## src/rtl/cmos_pwr_seq.sv

```systemverilog
// Power-gating sequencer for a switch-level CMOS island.
// Drives header gate, isolation clamp and island reset against pwr_req.
//
// Ports:
//   clk, rst        : clock, synchronous active-high reset
//   pwr_req         : level request, 1 = island should be powered
//   pwr_good        : island rail-good sense (synchronous)
//   hdr_gate        : pmos header gate, 0 = conducting
//   iso             : isolation clamp, 1 = outputs clamped
//   rst_isl         : island reset, active high
//   pwr_ack         : island powered, out of reset, unclamped
//   busy            : in RAMP, RELRST, ISO or DOWN
//   err             : sticky power-up timeout flag
module cmos_pwr_seq #(
  parameter int unsigned WAKE_CYCLES   = 4,
  parameter int unsigned SETTLE_CYCLES = 2,
  parameter int unsigned TMO_CYCLES    = 16,
  parameter int unsigned CW            = 8
) (
  input  logic clk,
  input  logic rst,
  input  logic pwr_req,
  input  logic pwr_good,
  output logic hdr_gate,
  output logic iso,
  output logic rst_isl,
  output logic pwr_ack,
  output logic busy,
  output logic err
);

  typedef enum logic [2:0] {
    S_OFF    = 3'd0,
    S_RAMP   = 3'd1,
    S_RELRST = 3'd2,
    S_ON     = 3'd3,
    S_ISO    = 3'd4,
    S_DOWN   = 3'd5
  } state_t;

  localparam logic [CW-1:0] WAKE_M1   = CW'(WAKE_CYCLES - 1);
  localparam logic [CW-1:0] SETTLE_M1 = CW'(SETTLE_CYCLES - 1);
  localparam logic [CW-1:0] TMO_M1    = CW'(TMO_CYCLES - 1);
  localparam logic [CW-1:0] CNT_MAX   = '1;

  state_t        state_q, state_d;
  logic [CW-1:0] cnt_q, cnt_d;
  logic          err_q, err_d;
  logic          hdr_gate_q, hdr_gate_d;
  logic          iso_q, iso_d;
  logic          rst_isl_q, rst_isl_d;
  logic          pwr_ack_q, pwr_ack_d;
  logic          busy_q, busy_d;

  always_comb begin
    state_d = state_q;
    err_d   = err_q;
    unique case (state_q)
      S_OFF: begin
        if (pwr_req) begin
          state_d = S_RAMP;
          err_d   = 1'b0;
        end
      end
      S_RAMP: begin
        // Abort beats good, good beats timeout.
        if (!pwr_req) begin
          state_d = S_DOWN;
        end else if (cnt_q >= WAKE_M1 && pwr_good) begin
          state_d = S_RELRST;
        end else if (cnt_q == TMO_M1) begin
          state_d = S_DOWN;
          err_d   = 1'b1;
        end
      end
      S_RELRST: begin
        if (!pwr_req) begin
          state_d = S_DOWN;
        end else if (cnt_q == SETTLE_M1) begin
          state_d = S_ON;
        end
      end
      S_ON: begin
        if (!pwr_req) begin
          state_d = S_ISO;
        end
      end
      S_ISO: begin
        state_d = S_DOWN;
      end
      S_DOWN: begin
        if (cnt_q == SETTLE_M1) begin
          state_d = S_OFF;
        end
      end
      default: begin
        state_d = S_OFF;
      end
    endcase
  end

  always_comb begin
    cnt_d = cnt_q;
    if (state_d != state_q) begin
      cnt_d = '0;
    end else if (cnt_q != CNT_MAX) begin
      cnt_d = cnt_q + 1'b1;
    end
  end

  // Outputs are decoded from the next state so the registered
  // copies line up with state_q.
  always_comb begin
    hdr_gate_d = 1'b1;
    iso_d      = 1'b1;
    rst_isl_d  = 1'b1;
    pwr_ack_d  = 1'b0;
    busy_d     = 1'b0;
    unique case (state_d)
      S_OFF: begin
      end
      S_RAMP: begin
        hdr_gate_d = 1'b0;
        busy_d     = 1'b1;
      end
      S_RELRST: begin
        hdr_gate_d = 1'b0;
        rst_isl_d  = 1'b0;
        busy_d     = 1'b1;
      end
      S_ON: begin
        hdr_gate_d = 1'b0;
        iso_d      = 1'b0;
        rst_isl_d  = 1'b0;
        pwr_ack_d  = 1'b1;
      end
      S_ISO: begin
        hdr_gate_d = 1'b0;
        rst_isl_d  = 1'b0;
        busy_d     = 1'b1;
      end
      S_DOWN: begin
        busy_d     = 1'b1;
      end
      default: begin
      end
    endcase
  end

  always_ff @(posedge clk) begin
    if (rst) begin
      state_q    <= S_OFF;
      cnt_q      <= '0;
      err_q      <= 1'b0;
      hdr_gate_q <= 1'b1;
      iso_q      <= 1'b1;
      rst_isl_q  <= 1'b1;
      pwr_ack_q  <= 1'b0;
      busy_q     <= 1'b0;
    end else begin
      state_q    <= state_d;
      cnt_q      <= cnt_d;
      err_q      <= err_d;
      hdr_gate_q <= hdr_gate_d;
      iso_q      <= iso_d;
      rst_isl_q  <= rst_isl_d;
      pwr_ack_q  <= pwr_ack_d;
      busy_q     <= busy_d;
    end
  end

  assign hdr_gate = hdr_gate_q;
  assign iso      = iso_q;
  assign rst_isl  = rst_isl_q;
  assign pwr_ack  = pwr_ack_q;
  assign busy     = busy_q;
  assign err      = err_q;

endmodule
```

## config.mk

```make
export PLATFORM = sky130hd
export DESIGN_NAME = cmos_pwr_seq
export DESIGN_NICKNAME = d
export VERILOG_FILES = /design/src/rtl/cmos_pwr_seq.sv
export SDC_FILE = /design/constraint.sdc
export NUM_CORES = 1
export LEC_CHECK = 0
export BUFFER_PORTS_ARGS = -buffer_cell sky130_fd_sc_hd__buf_2
export CORE_UTILIZATION = 30
export DETAILED_ROUTE_END_ITERATION = 12
export GPL_TIMING_DRIVEN = 0
export HOLD_SLACK_MARGIN = 0.08
export SKIP_CTS_REPAIR_TIMING = 1
export SYNTH_ARGS = -nofsm -noshare
export SYNTH_HDL_FRONTEND = slang
export SYNTH_SLANG_ARGS = --single-unit
```

## constraint.sdc

```tcl
create_clock -name clk -period 3.9 [get_ports clk]
set_clock_uncertainty 0.1 [all_clocks]
set_input_delay 0.39 -clock clk [delete_from_list [all_inputs] [get_ports clk]]
set_output_delay 0.39 -clock clk [all_outputs]
set_load 0.005 [all_outputs]
```

**Yosys cells after proc, flatten, opt, wreduce, memory -nomap -nowiden**

Cells that the tools add are included.
W data, S select, Z words.

- Register bits: 17
- Input port bits: 4
- Output and inout port bits: 6

- Add/sub/neg operators: 1
- Magnitude comparators: 1
- Equal/unequal tests: 18
- Multiplexer cells: 19
- Reductions and logical operators: 8

Operators by type and width:

| operator | count |
|---|---|
| $mux W3 | 8 |
| $pmux W3 S6 | 1 |
| $eq A3 B2 Y1 const B | 4 |
| $eq A3 B3 Y1 const B | 4 |
| $mux W1 | 9 |
| $add A8 B1 Y8 const B | 1 |
| $eq A8 B1 Y1 const B | 1 |
| $eq A8 B4 Y1 const B | 1 |
| $ge A8 B2 Y1 const B | 1 |
| $ne A2 B2 Y1 const B | 4 |
| $ne A8 B8 Y1 const B | 1 |
| $reduce_or A4 Y1 | 2 |
| $eq A3 B1 Y1 const B | 2 |
| $reduce_and A5 Y1 | 1 |
| $logic_not A3 Y1 | 1 |
| $ne A3 B3 Y1 | 1 |
| $reduce_or A3 Y1 | 1 |
| $pmux W1 S2 | 1 |
| $reduce_bool A2 Y1 | 1 |
| $reduce_or A2 Y1 | 1 |
| $logic_and A1 B1 Y1 | 1 |

**Logic depth before layout (Yosys ltp)**

- Depth after elaboration: 8
- Gate-level depth with buffers: 5
- Depth with buffers taken out: 5

**Worst setup path after synthesis**

No wires, ideal clock.

- Path kind: register to register
- Start: reg cnt_q[4]
- End: reg cnt_q[3]
- Setup time: 0.100 ns
- Data arrival time: 1.744 ns
- Required time: 3.700 ns
- Path slack: 1.956 ns
- Cell stages (with the launch flop): 6
- Buffers on the path: 1
- Period minus slack after synthesis: 1.944 ns
- Path through: dfxtp_1 > clkbuf_1 > or4_4 > o41a_1 > a22o_4 > a2111oi_4

- Longest elaborated chain between the ends: 7
- Elaborated cells between the ends (all ways): 14

RTL lines:

| what | line | source |
|---|---|---|
| start: declaration | 47 | `logic [CW-1:0] cnt_q, cnt_d;` |
| start signal: assignment | 162 | `cnt_q <= cnt_d;` |
| $ge A8 B2 Y1 / $eq A8 B4 Y1 (equally long branches) | 69, 71 |  |
| $logic_and A1 B1 Y1 / $mux W3 (equally long branches) | 69, 71 |  |
| $mux W3 | 69 | `end else if (cnt_q >= WAKE_M1 && pwr_good) begin` |
| $mux W3 | 67 | `if (!pwr_req) begin` |
| $pmux W3 S6 | 58 | `unique case (state_q)` |
| $ne A3 B3 Y1 | 104 | `if (state_d != state_q) begin` |
| $reduce_or A2 Y1 (no line) | - |  |

Parallel ways exist; a longest one is shown, timed or not.
A chain may end at the register's enable or synchronous reset.

**Worst setup path after layout**

- Start: reg cnt_q[4]
- End: reg cnt_q[1]

Same word-level chain as after synthesis.

==> metrics.md <==
| Metric | Value |
|---|---|
| Hold Path Class | input pin to register |
| Critical path's top delay family | compound AO/OA/AOI/OAI gates |
| Root Driver | clkbuf_4 |
| Final hold vios | 0 |
| CTS tree | built |
| Post-synth top area cell | dfxtp_1 |
| WHS Endpoint | err$_SDFFE_PP0P_ |
| Die Y | 57.2 um |
| Pin count of the biggest net entering global routing | 12 |
| Final Cycle Share | 56.5% |
| Number of distinct library cells after synthesis | 36 |
| Combinational share of power | 15.0% |
| Final worst-path setup slack | 1700 ps |
| Routed via count | 842 |
| Place WS | 1690 ps |
| # rows | 19 |
| Share of cells above drive strength 1 | 17.5% |
| Final Critical Period | 2200 ps |
| RSZ-0062 raised after global routing | no |
| Starting Density | 32.3% |
| Number of synthesized flops with an enable pin | 0 |
| R2r startpoint | cnt_q[4]$_SDFFE_PP0P_ |
| RePlAce Congestion | 0.793 |
| Worst endpoint required time | 3940 ps |
| Yosys reg bits | 17 |
| Synth top area share | 37.3% |
| Final Max Tran Viols | 0 |
| Sequential Power Share | 54.9% |
| Least-Margin Pin Slew | 964 ps |
| Cells after synthesis | 102 |
| Clk pin slew, worst setup/hold paths | 120 ps |
| Internal power | 0.000237 W |
| Lkg Pwr | 0.369 nW |
| Num CTS Buffers | 3 |
| Hold Path Depth | 2 |
| Sequential cell area fraction in the yosys report | 37.3% |
| Sw Ratio | 29.2% |
| Worst endpoint data arrival time | 2250 ps |
| Synth-to-Final Area Change | 11.9% |
| Total GRT Usage | 12.5% |
| DRC viols | 6 |
| Vias in the first global route | 747 |
| Total negative slack | 0 ps |
| CTS H-Tree Depth | 1 |
| Status | finished with violations |
| Post-DR vias/cell | 5.81 |
| CTS Buffer Depth | 2 |
| Clock Power Share | 30.1% |
| Worst Min Path Start | rst |
| Dominant cells by area after synthesis | dfxtp_1, nand2_1, nor2_1 |
| Post-synth ARST share | 0% |
| N_diodes | 0 |
| Core Box Area | 2830 um^2 |
| CP Class | register to register |
| Die width | 57.2 um |
| Drt first pass iters | 8 |
| Clock Sinks | 17 |
| Initial antenna violation count | 0 |
| Switching power | 0.0000975 W |
| Clk Latency, worst-skew pair | 300 ps |
| First-pass GRT wire length | 3170 um |
| Maximum clock rate | 454 MHz |
| Congestion Overflow GR | 0 |
| Final nets | 121 |
| R2r setup slk | 1700 ps |
| Reg2reg end | cnt_q[1]$_SDFFE_PP0P_ |
| Synthesized area | 913 um^2 |
| Reg2reg path depth | 5 |
| Cell Pwr Density | 327 nW/um^2 |
| YS warnings | 0 |
| Worst path buffer plus inverter count | 1 |
| Crit end category | register |
| Hpwl dp | 1380 um |
| Max Cap Viol | 0 |
| CP Cell Sequence | clkbuf_1, nor4_1, nand3_1, o22ai_1, nor3_1 |
| Top FF cell, synth | dfxtp_1 |
| CP peak stage delay | 780 ps |
| Critical Path Fanout Max | 9 |
| Final setup vio count | 0 |
| Mapped Nets | 108 |
| VDD IR max | 0.102 mV |
| Slowest cell on crit path | o22ai_1 |
| Port bufs | 8 |
| Mean area per synthesized cell | 8.95 um^2 |
| Slew HR | 35.7% |
| Die area | 3270 um^2 |
| WL final | 1900 um |
| Drt wl/cell | 13.1 um |
| Remaining antenna violation count after routing | 0 |
| Failing checks | DRC |
| IO Count | 10 |
| Setup crit start kind | register |
| Initial DRC count | 34 |
routing by layer:
layer | vias up | wire (um) | track usage (%)
met5 | - | 0 | 0
met4 | 0 | 38 | 5.23
met3 | 7 | 114 | 3.63
met2 | 34 | 901 | 21.3
met1 | 390 | 842 | 14.6
li1 | 411 | - | -
synthesized netlist by cell type, types with 2 or more instances:
cell type	instances
nor2_1	10
clkbuf_1	6
a21oi_1	4
ha_1	2
nand2_1	10
a31oi_1	4
nor3_1	7
a211oi_1	3
xor2_1	2
inv_1	4
nor4_2	2
o211a_1	2
nand3_1	2
nand4_1	2
o41ai_1	2
dfxtp_1	17
nor4_1	3
and4_1	2
power groups by stage:
stage	Clock, W	Combinational [W]	Sequential, W
floorplan	0	0.0000371	0.000187
global placement	0	0.0000495	0.000187
detailed placement	0	0.0000494	0.000188
CTS	0.000103	0.0000495	0.000184
global route	0.000111	0.0000553	0.000185
finish	0.000101	0.0000501	0.000183
worst max path at each step:
stage,from,depth (start not counted),slack (ps),to
2_1_floorplan,cnt_q[4]$_SDFFE_PP0P_,5,1960,cnt_q[3]$_SDFFE_PP0P_
3_3_place_gp,cnt_q[4]$_SDFFE_PP0P_,5,1690,cnt_q[1]$_SDFFE_PP0P_
3_5_place_dp,cnt_q[4]$_SDFFE_PP0P_,5,1690,cnt_q[0]$_SDFFE_PP0P_
4_1_cts,cnt_q[4]$_SDFFE_PP0P_,5,1690,cnt_q[1]$_SDFFE_PP0P_
5_1_grt,cnt_q[0]$_SDFFE_PP0P_,5,1480,cnt_q[7]$_SDFFE_PP0P_
6_report,cnt_q[4]$_SDFFE_PP0P_,5,1700,cnt_q[1]$_SDFFE_PP0P_
per-stage QoR:
stage                     util, %  hold WS [ps]  total power (W)  area [um^2]  std cells
final                        36.1           228         0.000334         1020        145
after floorplan                 -           359         0.000224          913        102
after CTS                    36.1           226         0.000336         1020        145
after global routing         36.1           230         0.000351         1020        145
after global placement       35.1           409         0.000237          992        141
after detailed placement     35.1           418         0.000237          992        141
flip-flops by register name, summed over array words and instances (netlist names):
signal and cells:
err 1, pwr_ack 1, busy 1, cnt_q 8, iso 1, state_q 3
rst_isl 1, hdr_gate 1
cells in the final DEF (no fill, tap or decap), types with 4 or more instances in the layout:
cell type,n
nand2_1,10
a21oi_1,4
clkbuf_1,6
nor2_1,10
inv_1,4
dfxtp_1,17
a31oi_1,4
nor3_1,7
buf_2,8
area by class of cell:
cell class / count / area, um^2
fillers: 301 / 1810
repair buffers: 8 / 40.0
multi-input cells: 75 / 536
flip-flops and latches: 17 / 340
inverters: 4 / 15.0
well taps: 31 / 38.8
clock buffers: 3 / 22.5
clock inverters: 1 / 7.51
plain buffers: 6 / 22.5
logic make-up after synthesis:
logic type	count (synthesis)	synth area share [%]
buffers and inverters	10	4.11
AND/OR/NAND/NOR	45	27.9
multiplexers	2	2.33
flip-flops	17	37.3
AO/OA/AOI/OAI	23	22.7
XOR/XNOR	3	2.88
adder cells (fa/ha/maj)	2	2.74
(Power assumes the default switching activity.)
